**src/rtl/logic_unit.sv**
```systemverilog
`default_nettype none
// ============================================================================
//  Module      : logic_unit
//  Description : Registered bitwise logic slice of the 32-bit ALU. Applies
//                AND / OR / XOR / NOR to operands A and B (chosen by sel) and
//                registers the result together with zero and parity flags.
//                Latency is one cycle; a new operation is accepted every cycle.
//  Ports       : clk     - system clock, rising-edge active
//                rst_n   - asynchronous active-low reset
//                A, B    - WIDTH-bit operands
//                sel     - 2'b00 AND, 2'b01 OR, 2'b10 XOR, 2'b11 NOR
//                R       - registered WIDTH-bit result
//                zero    - registered flag, 1 when R is all zeros
//                parity  - registered flag, XOR-reduction of R
//  Revision    : 1.0 - initial release
// ============================================================================
module logic_unit #(
  parameter int WIDTH = 32
) (
  input  logic             clk,
  input  logic             rst_n,
  input  logic [WIDTH-1:0] A,
  input  logic [WIDTH-1:0] B,
  input  logic [1:0]       sel,
  output logic [WIDTH-1:0] R,
  output logic             zero,
  output logic             parity
);

  localparam logic [1:0] C_SEL_AND = 2'b00;
  localparam logic [1:0] C_SEL_OR  = 2'b01;
  localparam logic [1:0] C_SEL_XOR = 2'b10;
  localparam logic [1:0] C_SEL_NOR = 2'b11;

  logic [WIDTH-1:0] result_d;
  logic [WIDTH-1:0] result_q;
  logic             zero_d;
  logic             zero_q;
  logic             parity_d;
  logic             parity_q;

  // Next result and flags are all derived from the same combinational value,
  // so the registered flags always describe the registered result.
  always_comb begin
    result_d = '0;
    case (sel)
      C_SEL_AND: result_d = A & B;
      C_SEL_OR:  result_d = A | B;
      C_SEL_XOR: result_d = A ^ B;
      C_SEL_NOR: result_d = ~(A | B);
      default:   result_d = '0;
    endcase
    zero_d   = ~(|result_d);
    parity_d = ^result_d;
  end

  // Reset state is a consistent "all zeros" result: zero=1, parity=0.
  always_ff @(posedge clk or negedge rst_n) begin
    if (!rst_n) begin
      result_q <= '0;
      zero_q   <= 1'b1;
      parity_q <= 1'b0;
    end else begin
      result_q <= result_d;
      zero_q   <= zero_d;
      parity_q <= parity_d;
    end
  end

  assign R      = result_q;
  assign zero   = zero_q;
  assign parity = parity_q;

endmodule
`default_nettype wire

```
**config.mk**
```make
export PLATFORM = sky130hd
export DESIGN_NAME = logic_unit
export DESIGN_NICKNAME = d
export VERILOG_FILES = /design/src/rtl/logic_unit.sv
export SDC_FILE = /design/constraint.sdc
export NUM_CORES = 1
export LEC_CHECK = 0
export CAP_MARGIN = 20
export CORE_UTILIZATION = 25
export CTS_CLUSTER_DIAMETER = 80
export DETAILED_ROUTE_END_ITERATION = 8
export GPL_ROUTABILITY_DRIVEN = 0
export PLACE_DENSITY = 0.51
export SYNTH_ARGS = -nofsm -noshare
export SYNTH_HDL_FRONTEND = slang
export SYNTH_SLANG_ARGS = --single-unit
```
**constraint.sdc**
```tcl
create_clock -name clk -period 0.9 [get_ports clk]
set_clock_uncertainty 0.2 [all_clocks]
set_input_delay 0.27 -clock clk [delete_from_list [all_inputs] [get_ports clk]]
set_output_delay 0.27 -clock clk [all_outputs]
set_load 0.01 [all_outputs]
```
==> results.py <==
metrics = {
    "sta": {
        "worst_slew_pin_slew_ns": 0.297,
        "fin_crit_sh": 2.13,
        "finalMaxSlewViolations": 0,
        "relSlewSlack": 0.802,
        "finalSetupTns_ns": -21.08,
        "setup_slack_ns": -1.01,
        "holdWs_ns": -0.249,
        "max_freq_ghz": 0.523,
        "final-hold-violation-count": 34,
        "finalSetupViolCount": 68,
        "period_needed_ns": 1.91,
        "rsz0062_at_grt": "true",
    },
    "yosys": {
        "synthAdderAreaFrac": 0.285,
        "synthesis.nets": 555,
        "synth_top_family_by_area": "adder cells",
        "synthXorXnorAreaFrac": 0.0374,
        "synth_seq_area_share": 0.242,
        "muxShareOfSynthArea": 0,
        "yosysUniqueCellTypes": 21,
        "syn_avg_cell_area_sq_um": 8.64,
        "syn_inst": 407,
        "synth_seq_cells": 34,
        "syn_area_sq_um": 3520,
        "synth-simple-area-share": 0.178,
        "yosys_warnings": 0,
        "synth_compound_area_frac": 0.128,
    },
    "clock_network": {
        "cts_root_buffer": "clkbuf_16",
        "htreeDepth": 2,
        "clockBufferDepth": 2,
        "numCtsBuffers": 5,
        "cts_tree": "done",
        "clk_pin_slew_ns": 0.06,
        "clkSinkCount": 34,
    },
    "worst_setup_path": {
        "path_cells": "buf_8 > buf_6 > ha_4 > nor2b_4 > o31a_1 > inv_2 > ha_4 > xnor2_4 > xnor2_2 > xnor2_2 > xnor2_1",
        "slowest_delay_ns": 0.31,
        "critical_path_class": "in2reg",
        "slowest_stage": "o31a_1",
        "arrival_ns": 1.92,
        "worstPathRequired_ns": 0.91,
        "end_kind": "flip-flop",
        "worstPathMaxFanout": 2,
        "crit_family": "XOR/XNOR gates",
        "crit_buf_inv": 3,
        "start_kind": "input pin",
    },
    "floorplanning": {
        "core_area_sq_um": 13500,
        "initial_core_util": 0.261,
        "ios": 102,
        "rows": 42,
        "die_height_um": 121,
        "die_w_um": 121,
        "dieArea_sq_um": 14500,
    },
    "global_route": {
        "grt_pass1_vias": 3555,
        "grtUsageTotal": 0.164,
        "grt_max_degree": 35,
        "grt_overflow": 0,
        "grt_pass1_wl_um": 18300,
        "antenna_found_initial": 0,
    },
    "route": {
        "dr.first_iter.drc_count": 37,
        "routed_wl_um": 11200,
        "detail_route.drc_violations": 0,
        "drtAntennaViolNets": 0,
        "dr_total_vias": 3285,
        "routedWlPerCell_um": 14.7,
        "vias_per_cell": 4.32,
        "firstDrtPassIters": 4,
    },
    "placement": {
        "dp_hpwl_um": 7420,
        "dp_slack_ns": -1.94,
        "dp.cells": 725,
        "post_dp_cell_area_sq_um": 6500,
        "place.port_buffers": 101,
    },
    "power_and_ir_drop": {
        "switching_share": 0.341,
        "p_int_w": 0.00547,
        "power_density_nw_per_um2": 1060,
        "p_comb_frac": 0.578,
        "clock_power_share": 0.207,
        "p_leak_nw": 3.37,
        "vdd_ir_drop_max_mv": 0.707,
        "p_switching_w": 0.00283,
        "p_seq_frac": 0.214,
    },
    "status": {
        "violations": "hold timing, setup timing",
        "status": "finished, violations left",
    },
    "layout": {
        "synthToLayoutAreaGrowth_pct": 124,
        "n_antenna_cell": 0,
        "drive_above_1_share": 0.874,
        "utilization": 0.585,
        "fin_cells": 761,
        "final_nets": 732,
        "stdcell_area_sq_um": 7860,
    },
    "job": {
        "cap_violations": 0,
    },
    "hold_path": {
        "min_path_type": "in2async",
    },
}
-- Yosys cell counts --
| cell | count | area (sq um) |
|---|---|---|
| o31a_1 | 1 | 8.76 |
| inv_1 | 82 | 308 |
| o21ai_0 | 2 | 10.0 |
| xor2_1 | 1 | 8.76 |
| ha_1 | 80 | 1000 |
| o21ai_1 | 30 | 150 |
| buf_4 | 4 | 30.0 |
| nor2_1 | 32 | 120 |
| inv_2 | 14 | 52.6 |
| buf_2 | 5 | 25.0 |
| xnor2_1 | 14 | 123 |
| o31ai_1 | 21 | 158 |
| nor2b_4 | 10 | 138 |
| nor2b_1 | 54 | 338 |
| dfrtp_1 | 33 | 826 |
| nand4_1 | 4 | 25.0 |
| o31ai_2 | 10 | 125 |
| clkbuf_1 | 7 | 26.3 |
| buf_6 | 1 | 11.3 |
| dfstp_2 | 1 | 26.3 |
| nor4_1 | 1 | 6.26 |
-- final cells by class --
| cell class | instances | area (sq um) |
|---|---|---|
| Clock buffer | 8 | 136 |
| Fill cell | 1155 | 5590 |
| Inverter | 96 | 470 |
| Multi-Input combinational cell | 260 | 4230 |
| Sequential cell | 34 | 852 |
| Tap cell | 176 | 220 |
| Timing Repair Buffer | 187 | 1960 |
-- path summary, 6_finish.rpt --
path                       depth (start not counted)  startpoint      to
worst min-delay path                               2       rst_n   R[20]
max in group asynchronous                          2       rst_n    zero
worst max-delay path                              11        B[1]  parity
min in group clk                                   4      sel[1]   R[30]
-- registers in the layout, indices dropped and copies added, names as in the netlist --
signal / count
zero: 1
R: 32
parity: 1
-- per-layer routing --
layer	up-vias	track usage	routed length, um
li1	1640	-	-
met1	1571	0.210	4750
met2	67	0.287	5890
met3	7	0.0325	501
met4	0	0.0293	68
met5	-	0	0
-- repair_timing --
item / CTS / global route
setup endpoints to repair: 68 / 68
gates cloned: 10 / 0
pin swaps: 104 / 44
setup buffers: 26 / 8
gates resized for setup: 616 / 65
hold endpoints to repair: 34 / 33
-- power by group through the flow --
stage / Clock, W / Combinational, W / Sequential (W)
2_1_floorplan: 0 / 0.00218 / 0.00188
3_3_place_gp: 0 / 0.00361 / 0.00181
3_5_place_dp: 0 / 0.00364 / 0.00181
4_1_cts: 0.00177 / 0.00464 / 0.00178
5_1_grt: 0.00183 / 0.00519 / 0.00180
6_report: 0.00172 / 0.00480 / 0.00178
-- stage by stage --
stage	hold slack [ns]	power, W
2_1_floorplan	-0.226	0.00406
3_3_place_gp	0.0540	0.00542
3_5_place_dp	0.0551	0.00545
4_1_cts	-0.245	0.00819
5_1_grt	-0.234	0.00882
6_report	-0.249	0.00830
-- kinds of logic (layout without fill, tap and decap cells) --
family	count (synthesis)	after routing
buf+inv	113	291
simple gates	101	101
fa+ha+maj	80	80
compound gates	64	64
xor+xnor	15	15
flops	34	34
-- layout by cell type (no fill, tap or decap), types with 3 or more instances in the layout --
cell type,count
clkbuf_1,3
ha_2,9
nor2_2,13
nor2_4,16
o31ai_4,30
buf_4,48
nand4_1,4
inv_4,9
nor2b_4,62
xnor2_4,5
xnor2_1,4
buf_8,10
inv_8,7
nor2_1,3
buf_16,11
xnor2_2,5
dfrtp_1,33
inv_1,18
clkbuf_16,5
inv_6,7
o21ai_2,31
buf_2,49
ha_4,66
buf_12,14
buf_6,55
ha_1,5
inv_2,55
No activity file was read; power rests on OpenSTA's default activity.
